$ cat config.mk
export PLATFORM = sky130hd
export DESIGN_NAME = io_multi_deq_policy
export DESIGN_NICKNAME = d
export VERILOG_FILES = /design/src/rtl/io_multi_deq_policy.sv
export SDC_FILE = /design/constraint.sdc
export NUM_CORES = 1
export LEC_CHECK = 0
export CORE_MARGIN = 1.5
export CORE_UTILIZATION = 28
export DETAILED_ROUTE_END_ITERATION = 6
export PLACE_DENSITY = 0.51
export SYNTH_ARGS = -nofsm -noshare
export SYNTH_HDL_FRONTEND = slang
export SYNTH_SLANG_ARGS = --single-unit
$ cat constraint.sdc
create_clock -name clock -period 9.3 [get_ports clock]
set_input_delay 1.86 -clock clock [delete_from_list [all_inputs] [get_ports clock]]
set_output_delay 1.86 -clock clock [all_outputs]
set_load 0.03 [all_outputs]
$ cat src/rtl/io_multi_deq_policy.sv
// In-order multi-lane allocate/dequeue controller for an issue-queue payload RAM; outputs are registered state, visible the cycle after a fire.
// Backpressure: enq_ready drops unless a full ENQ_WIDTH group fits; flush suppresses both enq and deq for its cycle.
module io_multi_deq_policy #(
   parameter int QUEUE_SIZE = 8,
   parameter int ENQ_WIDTH  = 2,
   parameter int DEQ_WIDTH  = 2,
   localparam int PTR_W     = $clog2(QUEUE_SIZE)
) (
   input  logic                       clock,
   input  logic                       reset,
   input  logic                       flush,
   input  logic [QUEUE_SIZE-1:0]      flush_keep,
   input  logic [ENQ_WIDTH-1:0]       enq_valid,
   output logic                       enq_ready,
   output logic [ENQ_WIDTH*PTR_W-1:0] enq_idx,
   output logic [DEQ_WIDTH-1:0]       deq_valid,
   output logic [DEQ_WIDTH*PTR_W-1:0] deq_idx,
   input  logic [DEQ_WIDTH-1:0]       deq_fire,
   output logic [QUEUE_SIZE-1:0]      valid_vec,
   output logic [PTR_W:0]             count,
   output logic                       full,
   output logic                       empty
);

   localparam int CNT_W = PTR_W + 1;
   localparam logic [CNT_W-1:0] Q_C   = CNT_W'(QUEUE_SIZE);
   localparam logic [CNT_W-1:0] ENQ_C = CNT_W'(ENQ_WIDTH);

   logic [PTR_W-1:0]      head, tail, head_nxt, tail_nxt;
   logic [CNT_W-1:0]      count_nxt, n_enq, n_deq, k_keep;
   logic [QUEUE_SIZE-1:0] vec_nxt;
   logic [DEQ_WIDTH-1:0]  deq_take;
   logic                  enq_run, deq_run;

   // base + off with off <= QUEUE_SIZE, so the sum stays below 2*QUEUE_SIZE and one subtract wraps it
   function automatic logic [PTR_W-1:0] wrap_add(input logic [PTR_W-1:0] base,
                                                  input logic [CNT_W-1:0] off);
      logic [CNT_W-1:0] s;
      s = CNT_W'(base) + off;
      if (s >= Q_C) s = s - Q_C;
      return PTR_W'(s);
   endfunction

   always_comb begin
      enq_ready = ~flush & ((Q_C - count) >= ENQ_C);
      full      = (count == Q_C);
      empty     = (count == '0);
      enq_idx   = '0;
      deq_idx   = '0;
      deq_valid = '0;
      for (int i = 0; i < ENQ_WIDTH; i++)
         enq_idx[i*PTR_W +: PTR_W] = wrap_add(tail, CNT_W'(i));
      for (int k = 0; k < DEQ_WIDTH; k++) begin
         deq_idx[k*PTR_W +: PTR_W] = wrap_add(head, CNT_W'(k));
         deq_valid[k]              = ~flush & (count > CNT_W'(k));
      end
   end

   always_comb begin
      head_nxt  = head;
      tail_nxt  = tail;
      count_nxt = count;
      vec_nxt   = valid_vec;
      n_enq     = '0;
      n_deq     = '0;
      k_keep    = '0;
      enq_run   = 1'b1;
      deq_run   = 1'b1;
      deq_take  = deq_fire & deq_valid;

      // only the leading run of lanes counts; anything past the first gap is dropped
      for (int i = 0; i < ENQ_WIDTH; i++) begin
         if (enq_run && enq_valid[i] && enq_ready) n_enq = n_enq + CNT_W'(1);
         else                                       enq_run = 1'b0;
      end
      for (int k = 0; k < DEQ_WIDTH; k++) begin
         if (deq_run && deq_take[k]) n_deq = n_deq + CNT_W'(1);
         else                        deq_run = 1'b0;
      end

      if (flush) begin
         for (int j = 0; j < QUEUE_SIZE; j++)
            if (flush_keep[j] && valid_vec[j]) k_keep = k_keep + CNT_W'(1);
         vec_nxt   = '0;
         for (int j = 0; j < QUEUE_SIZE; j++)
            if (CNT_W'(j) < k_keep) vec_nxt[wrap_add(head, CNT_W'(j))] = 1'b1;
         count_nxt = k_keep;
         tail_nxt  = wrap_add(head, k_keep);
      end else begin
         for (int k = 0; k < DEQ_WIDTH; k++)
            if (CNT_W'(k) < n_deq) vec_nxt[wrap_add(head, CNT_W'(k))] = 1'b0;
         for (int i = 0; i < ENQ_WIDTH; i++)
            if (CNT_W'(i) < n_enq) vec_nxt[wrap_add(tail, CNT_W'(i))] = 1'b1;
         head_nxt  = wrap_add(head, n_deq);
         tail_nxt  = wrap_add(tail, n_enq);
         count_nxt = count + n_enq - n_deq;
      end
   end

   always_ff @(posedge clock) begin
      if (reset) begin
         head      <= '0;
         tail      <= '0;
         count     <= '0;
         valid_vec <= '0;
      end else begin
         head      <= head_nxt;
         tail      <= tail_nxt;
         count     <= count_nxt;
         valid_vec <= vec_nxt;
      end
   end

endmodule

# Yosys cells after proc, flatten, opt, wreduce, memory -nomap -nowiden
# Index checks and enable logic that the tools add are counted.
# totals
memories	0
latchBits	0
rom_bits	0
output_inout_bits	29
register_bits	18
mem_bits_rw	0
# classes
order_cmp	52
n_eq_ne	1
n_mux	108
n_reduce_logical	25
shifts	0
n_addsub	36
n_div	0
bitwise	18
mul	0
# ops
cell	count
$mux W8	23
$mux W3	38
$mux W4	18
$or A8 B8 Y8	9
$lt A3 B4 Y1 const B	12
$ge A4 B4 Y1 const B	11
$sub A3 B1 Y3 const B	13
$add A4 B1 Y4 const B	9
$demux W1 S3	12
$ge A3 B1 Y1 const B	12
$logic_and A1 B1 Y1	24
$lt A1 B4 Y1 const A	6
$mux W1	17
$add A3 B3 Y4 const B	4
$and A8 B8 Y8	2
$lt A3 B4 Y1 const A	4
$not A8 Y8	2
$add A3 B4 Y4	3
$add A3 B1 Y4 const B	2
$add A3 B2 Y4 const B	2
$ge A3 B4 Y1 const B	2
$gt A4 B1 Y1 const B	2
$lt A2 B4 Y1 const A	2
$add A4 B4 Y4	1
8 further kinds	10

# Depth between registers and ports, before layout
# Gate-level depths: netlist of run 1.
# depth
word_depth	54
mapped_depth	24
mapped_depth_nobuf	24

# Least setup slack after synthesis of run 1
# OpenSTA, ideal clock, no wires.
# synth_timing
path_kind	in2reg
startpoint	input flush_keep[0]
endpoint	register valid_vec[2]
cell_stages	23
t_arrival_ps	6768
path_slack_ps	2398
path_buffers	0
setup_ps	134
path_cell_list	nand2_1 -> ha_1 -> inv_2 -> xnor2_1 -> ha_1 -> and3_1 -> a211o_1 -> and4_1 -> nor3_1 -> ha_1 -> xnor3_2 -> nand4_1 -> o211ai_1 -> inv_1 -> ha_1 -> nand2_1 -> inv_1 -> a31oi_1 -> o21ai_1 -> o21bai_1 -> o32ai_1 -> a2111oi_0 -> a21oi_1
# synth_between
elab_chain_cells	48
word_cells_on_any_way	55
classes_between	add/sub: 7; order compare: 8; mux: 32; bitwise: 7; reduce/logical: 1
# synth_rtl
item	line	rtl
from (decl)	12	input logic [QUEUE_SIZE-1:0] flush_keep,
$logic_and A1 B1 Y1 *	83	if (flush_keep[j] && valid_vec[j]) k_keep = k_keep + CNT_W'(1);
$mux W1 *	83	
$mux W4 *	81	if (flush) begin
$add A4 B1 Y4	83	
$mux W4 *	83	
$mux W4 *	81	
$add A4 B1 Y4	83	
$mux W4 *	83	
[32 not listed]	n/a	
$mux W8	86	if (CNT_W'(j) < k_keep) vec_nxt[wrap_add(head, CNT_W'(j))] = 1'b1;
$mux W8	81	
$or A8 B8 Y8 (no source line)	n/a	
$mux W8	86	
$mux W8	81	
$or A8 B8 Y8 (no source line)	n/a	
$mux W8 *	86	
$mux W8 *	81	
to (signal assigned)	110	valid_vec <= vec_nxt;
to (decl)	19	output logic [QUEUE_SIZE-1:0] valid_vec,
# Every way passes the cells marked *; elsewhere a longest branch is shown, timed or not. The select of a mux whose other input is x is not followed.
# A chain may end at the register's enable or synchronous reset.

# Worst setup path after layout of run 1
# Same ends and word-level chain as after synthesis.

==> reports/results.txt, run 1 <==
CTS root buffer: clkbuf_8
Gate Count Post-Synth: 423
Critical path's top delay family: compound AO/OA/AOI/OAI gates
Site row count: 37
Critical path type: primary input to register
Crit share post-route: 89.8%
Maximum clock insertion buffer count: 2
Area of the multi-input gates: 2510 µm²
Peak VDD IR: 0.0801 mV
Largest net degree at the start of global routing: 22
# DRC: 0
IO Port Bufs: 43
Largest family of logic cells by synthesized area: compound AO/OA/AOI/OAI gates
Final #Nets: 497
Leak: 1.39 nW
Setup violations, final: 0
Overall power: 0.532 mW
Setup repair after global routing missed its margin: no
CP max-delay cell: o21bai_1
CTS buffer count: 3
Mapped Area: 3060 µm²
Vias in the first global route: 3236
Global placer's final weighted congestion: 0.939
Die ar.: 11600 µm²
Worst skew pair latency: 0.27 ns
Initial Utilization: 29.3%
Drt total wl: 10700 µm
Synth unique cells: 69
DR WL met2: 4960 µm
# fillers: 1143
Cell Chain, Critical Path: clkdlybuf4s50_1 -> nand2_1 -> ha_1 -> inv_2 -> xnor2_1 -> ha_1 -> and3_1 -> a211o_1 -> and4_1 -> nor3_1 -> ha_1 -> xnor3_2 -> nand4_1 -> o211ai_1 -> inv_1 -> ha_1 -> nand2_1 -> inv_1 -> a31oi_1 -> o21ai_1 -> o21bai_1 -> o32ai_1 -> a2111oi_0 -> a21oi_1
Max Cap Violations: 0
Yosys Warn Count: 0
Post-synth EDFFs: 0
Die width: 108 µm
Detailed Route Iter0 Violations: 282
Arr. time, crit path: 8.50 ns
Post-CTS sizing: 0
Global-route wire length before repair: 17000 µm
Die height: 108 µm
Slew of the pin with the lowest slew margin: 0.841 ns
CP startpoint kind: primary input
Initial antenna violation count: 0
Async set-reset flop share out of synthesis: 0%
Clock H-tree levels: 1
Remaining Overflow, GRT: 0
Avg Vias per Cell: 5.83
Compound-Gate Fraction of Synth Area: 32.5%
Met1 wire length: 4890 µm
WL/cell: 18.1 µm
Sequential area share after synthesis: 11.8%
Slew margin rel.: 43.8%
Mux cell area share after synthesis: 1.31%
Post-DRT Antenna Nets: 0
Synthesis-to-layout area growth: 18.7%
Highest routed layer: met4
Adder-cell share of the synthesized area: 12.3%
CTS tree: yes
Minimum hold slack: 0.628 ns
Vias: 3432
Num ports: 44
Gr usage total: 18.6%
CTS Hold Bufs: 0
Num Clock Sinks: 18
Max FO, Critical Path: 9
Min cycle time layout: 8.35 ns
DRT Pass-1 Iters: 5
Post-Syn Area per Cell: 7.24 µm²
Post-synth net total: 465
Status: finished clean
Post-Synth Simple-Gate Area: 24.5%
Final Hold Viols: 0
Pwr/cell area: 146 nW/µm²
HP Class: register to register
DP HPWL: 7960 µm
Synth Flop Type: dfxtp_1
Setup TNS: 0 ns
# diodes: 0
Critical Path RT: 9.44 ns
CP endpoint kind: register
Reg area: 360 µm²
#FFs+latches synth: 18
Layout cell share with drive strength beyond 1: 6.84%
Slew Viols, Final: 0
Buffer count from post-CTS setup fixing: 0
Final non-filler cell total: 589
Crit-path max cell delay: 0.75 ns
Fmax: 0.120 GHz
Placed cell count: 586
Crit-path most repeated cell: ha_1
Core area: 10500 µm²
XOR/XNOR share of the synthesized area: 11.4%
CP Buf/Inv Count: 4
Worst-path clk slew: 0.08 ns
Clk_skew: 0.00572 ns
Metal3 WL: 611 µm
## power breakdown
| part | leakage, nW | total [mW] | internal [mW] | switching, mW |
|---|---|---|---|---|
| Clock | 0.0216 | 0.0612 | 0.0290 | 0.0322 |
| Combinational | 1.22 | 0.362 | 0.144 | 0.218 |
| Sequential | 0.148 | 0.109 | 0.0874 | 0.0218 |
## worst min-delay path, cell delays in order, from the launching register on
cell and delay [ns]:
dfxtp_1 0.36, o221ai_1 0.09, a21oi_1 0.07, inv_1 0.05
a31oi_1 0.03
## cells in the final DEF (no fill, tap or decap), types with 3 or more instances in the layout
master,count
o21a_1,4
fa_1,5
nor3_1,16
nand3_1,9
clkdlybuf4s50_1,43
inv_1,25
xnor2_1,12
a21oi_1,36
a31oi_1,9
o221ai_1,9
clkinv_1,3
nand2_1,47
a211oi_1,10
o41a_1,4
o211ai_1,5
dfxtp_1,18
o22ai_1,9
a22oi_1,7
nor2_1,46
and2_1,9
mux2i_1,4
clkbuf_8,3
xnor3_2,4
ha_1,22
o21bai_1,4
xor2_1,8
a31o_2,3
o21ai_0,20
## worst paths after layout
kind | to | slack (ns) | startpoint | cells after the start
max | valid_vec[2]$_SDFF_PP0_ | 0.95 | flush_keep[0] | 24
min | valid_vec[7]$_SDFF_PP0_ | 0.63 | valid_vec[7]$_SDFF_PP0_ | 4
max reg2reg | valid_vec[2]$_SDFF_PP0_ | 2.58 | valid_vec[0]$_SDFF_PP0_ | 23
min reg2reg | valid_vec[7]$_SDFF_PP0_ | 0.63 | valid_vec[7]$_SDFF_PP0_ | 4
## routing by layer
| metal | track usage, % | vias up |
|---|---|---|
| li1 | - | 1623 |
| met1 | 25.6 | 1620 |
| met2 | 30.8 | 168 |
| met3 | 1.94 | 21 |
| met4 | 5.08 | 0 |
| met5 | 0 | - |
## cell usage after synthesis, types with 3 or more instances
library cell  number  area (µm²)
xnor3_2            4        95.1
xnor2_1           12         105
and2_1             9        56.3
buf_2              3        15.0
o41a_1             4        45.0
a22oi_1            7        52.6
clkbuf_1          10        37.5
a31o_2             3        26.3
inv_1             25        93.8
o221ai_1           9        78.8
dfxtp_1           18         360
clkinv_1           3        11.3
a211oi_1          10        75.1
o21ai_0           20         100
ha_1              22         275
mux2i_1            4        40.0
o22ai_1            9        56.3
o21a_1             4        30.0
fa_1               5         100
a31oi_1            9        56.3
nor3_1            16        80.1
nand3_1            9        45.0
a21oi_1           36         180
nor2_1            46         173
o211ai_1           5        37.5
xor2_1             8        70.1
nand2_1           47         176
o21bai_1           4        30.0
## cell families (layout without fill, tap and decap cells)
logic type / count (synthesis) / after routing
buffers and inverters: 47 / 77
AND/OR/NAND/NOR: 156 / 156
multiplexers: 4 / 4
AO/OA/AOI/OAI: 144 / 144
XOR/XNOR: 27 / 27
adder cells (fa/ha/maj): 27 / 27
flip-flops: 18 / 18
## per-stage QoR
step	utilization, %	setup slack [ns]	area (µm²)
after global routing	34.7	0.474	3630
after floorplan	-	2.40	3060
after detailed placement	34.3	0.847	3590
after CTS	34.7	1.08	3630
final	34.7	0.945	3630
after global placement	34.3	1.12	3590
## layout make-up
class / count / share of cell area (%)
timing repair buffer: 45 / 12.3
tap: 136 / 4.68
clock buffer: 3 / 1.14
multi-input combinational: 358 / 69.0
sequential: 18 / 9.91
inverter: 29 / 2.99
## registers in the layout (all words and copies together) (netlist names)
name       cells
head           3
valid_vec      8
count          4
tail           3
Power figures use the tool's default switching activity.
==> run 2: changes to the inputs <==
--- a/config.mk
+++ b/config.mk
@@ -5,6 +5,7 @@
 export SDC_FILE = /design/constraint.sdc
 export NUM_CORES = 1
 export LEC_CHECK = 0
+export CAP_MARGIN = 20
 export CORE_MARGIN = 1.5
 export CORE_UTILIZATION = 28
 export DETAILED_ROUTE_END_ITERATION = 6
==> results of run 2 <==
Same layout as run 1: the final DEF is identical, and so are final timing and power.
==> run 3: changes to the inputs <==
--- a/config.mk
+++ b/config.mk
@@ -5,6 +5,7 @@
 export SDC_FILE = /design/constraint.sdc
 export NUM_CORES = 1
 export LEC_CHECK = 0
+export ABC_AREA = 1
 export CAP_MARGIN = 20
 export CORE_MARGIN = 1.5
 export CORE_UTILIZATION = 28
==> constraint.sdc (replaced) <==
create_clock -name clock -period 9.3 [get_ports clock]
set_input_delay 0.93 -clock clock [delete_from_list [all_inputs] [get_ports clock]]
set_output_delay 0.93 -clock clock [all_outputs]
set_load 0.03 [all_outputs]
==> reports/results.txt, run 3 <==
Status: finished clean
Synth Flop Type: dfxtp_1
Design area: 3720 µm² (+2.3%)
Sequential area share after synthesis: 11.7% (-0.10 points)
Global-route wire length before repair: 15400 µm (-9.6%)
Power share of the clock group: 16.7% (+5.2 points)
HP Class: register to register
Yosys Warn Count: 0 (unchanged)
Leak: 1.87 nW (+35%)
Site row count: 38 (+2.7%)
Crit share post-route: 56.0% (-34 points)
Die ar.: 11700 µm² (+0.83%)
Most frequent cell after synthesis: nand2_1
Synth top area share: 21.6% (+9.9 points)
#FFs+latches synth: 18 (unchanged)
Worst skew pair latency: 0.27 ns (about the same)
Placed cell count: 687 (+17%)
Die width: 108 µm (+0.41%)
Gate Count Post-Synth: 514 (+22%)
Pwr/cell area: 114 nW/µm² (-22%)
Flop pwr share: 24.0% (+3.5 points)
Fin util: 34.5% (-0.27 points)
Critical path type: primary input to register
Internal cell power: 0.216 mW (-17%)
Vias: 3304 (-3.7%)
Arr. time, crit path: 5.36 ns (-3.14 ns)
Max reg flops: 8 (unchanged)
CTS Hold Bufs: 0 (unchanged)
Final Hold Viols: 0 (unchanged)
Synth unique cells: 35 (-49%)
Post-CTS sizing: 0 (unchanged)
Clock H-tree levels: 1 (unchanged)
# diodes: 0 (unchanged)
Slew of the pin with the lowest slew margin: 0.855 ns (+0.0148 ns)
Peak VDD IR: 0.0789 mV (-1.6%)
Top post-synthesis cells by count: 178 x nand2_1, 66 x inv_1, 49 x nor2_1
Combinational power share: 59.3% (-8.7 points)
Num Clock Sinks: 18 (unchanged)
Avg Vias per Cell: 4.77 (-18%)
Core area: 10800 µm² (+3.2%)
Post-synth EDFFs: 0 (unchanged)
Reg with most FFs: valid_vec
Layout cell share with drive strength beyond 1: 12.9% (+6.0 points)
CP endpoint kind: register
Min cycle time layout: 5.20 ns (-3.15 ns)
Setup violations, final: 0 (unchanged)
Maximum clock insertion buffer count: 2 (unchanged)
Num ports: 44 (unchanged)
DP HPWL: 7480 µm (-6.0%)
Setup repair after global routing missed its margin: no
Max Cap Violations: 0 (unchanged)
Top flop regs: valid_vec: 8 flops, count: 4 flops
Slew Viols, Final: 0 (unchanged)
Fmax: 0.192 GHz (+61%)
Top cell type by total area after synthesis: nand2_1
Final #Nets: 595 (+20%)
Setup TNS: 0 ns (unchanged)
Slew margin rel.: 42.8% (-1.1 points)
Synthesis-to-layout area growth: 20.5%
Final non-filler cell total: 692 (+17%)
Buffer count from post-CTS setup fixing: 0 (unchanged)
Clk_skew: 0.0128 ns (+0.00712 ns)
CTS tree: yes
Post-synth net total: 556 (+20%)
Max FO, Critical Path: 6 (-3)
Cell area after placement: 3650 µm² (+1.6%)
Gr usage total: 16.6% (-2.0 points)
Async set-reset flop share out of synthesis: 0% (unchanged)
Reg-to-reg setup timing slack: 4.72 ns (+2.14 ns)
Largest net degree at the start of global routing: 35 (+59%)
CTS root buffer: clkbuf_8
# DRC: 0 (unchanged)
Global placer's final weighted congestion: 0.905 (-3.7%)
Commonest non-fill, non-tap cell in the layout: nand2_1
Detailed Route Iter0 Violations: 151 (-46%)
CP startpoint kind: primary input
IO Port Bufs: 43 (unchanged)
Critical Path RT: 9.46 ns (+0.02 ns)
WL/cell: 13.4 µm (-26%)
Top cells by area, synth: nand2_1 22%, dfxtp_1 12%, ha_1 8.9%
Worst-path clk slew: 0.07 ns (about the same)
Initial antenna violation count: 0 (unchanged)
Vias in the first global route: 3147 (-2.8%)
NetSw: 0.206 mW (-24%)
Mapped Area: 3090 µm² (+0.86%)
DRT Pass-1 Iters: 4 (-1)
Post-Syn Area per Cell: 6.01 µm² (-17%)
Remaining Overflow, GRT: 0 (unchanged)
Die height: 108 µm (+0.41%)
Most frequent cells in the layout: 178 x nand2_1, 66 x inv_1, 49 x nor2_1, 43 x clkdlybuf4s50_1, 35 x nand3_1
Drt total wl: 9290 µm (-13%)
CTS buffer count: 3 (unchanged)
Switching portion of total power: 48.8% (-2.3 points)
Initial Utilization: 28.6% (-0.65 points)
Post-DRT Antenna Nets: 0 (unchanged)
==> run 3: worst paths after layout <==
check                     startpoint                 end  cells past startpoint
max                    flush_keep[1]  tail[2]$_SDFF_PP0_                     28
min               tail[2]$_SDFF_PP0_  tail[2]$_SDFF_PP0_                      3
max reg2reg  valid_vec[1]$_SDFF_PP0_  tail[2]$_SDFF_PP0_                     27
min reg2reg       tail[2]$_SDFF_PP0_  tail[2]$_SDFF_PP0_                      3
==> run 3: worst max-delay path: stages <==
cell and delay, ns:
clkdlybuf4s50_1 0.47, nand2_2 0.08, ha_1 0.32, inv_1 0.09
nand2_2 0.07, nand2_2 0.11, inv_1 0.06, ha_1 0.26
nand2_1 0.11, nand2_1 0.06, nand2_1 0.05, nand3_1 0.12
and2_1 0.18, ha_1 0.27, or2_2 0.30, nand3_1 0.09
nand3_1 0.13, nand2_1 0.10, inv_1 0.05, ha_1 0.26
nand2_1 0.04, nand2_1 0.18, inv_1 0.13, fa_1 0.42
xnor2_1 0.18, nor2_1 0.07, o221ai_1 0.16, inv_1 0.06
==> run 3: cell families (layout without fill, tap and decap cells) <==
family                   after synthesis  count (layout)  synth area share, %
AO/OA/AOI/OAI                         40              40                 7.17
buffers and inverters                 82             120                 10.3
XOR/XNOR                               9               9                 2.80
AND/OR/NAND/NOR                      338             338                 56.0
flip-flops                            18              18                 11.7
adder cells (fa/ha/maj)               27              27                 12.2
==> run 3: layout make-up <==
class	instances	area, µm²
clock buffers	4	55.1
fillers	1199	7070
multi-input cells	414	2410
well taps	140	175
repair buffers	44	445
flip-flops and latches	18	360
inverters	72	273
==> run 3: per-layer routing <==
metal  GRT usage [%]  wire length (µm)  vias up
met3            1.63               437       11
met4            3.48               119        0
li1                -                 -     1695
met2            29.5              4410       88
met1            21.6              4320     1510
met5               0                 0        -
==> run 3: metrics by stage <==
step	setup WS (ns)	total power, mW	hold WS (ns)
2_1_floorplan	4.61	0.274	0.748
3_3_place_gp	3.91	0.351	0.738
3_5_place_dp	3.76	0.352	0.733
4_1_cts	4.02	0.425	0.747
5_1_grt	3.77	0.458	0.816
6_report	4.10	0.423	0.753
==> run 3: power groups by stage <==
stage	logic [mW]	clock network, mW	registers [mW]
floorplan	0.161	0	0.113
global placement	0.247	0	0.103
detailed placement	0.249	0	0.103
CTS	0.251	0.0731	0.101
global route	0.279	0.0757	0.103
finish	0.251	0.0706	0.101
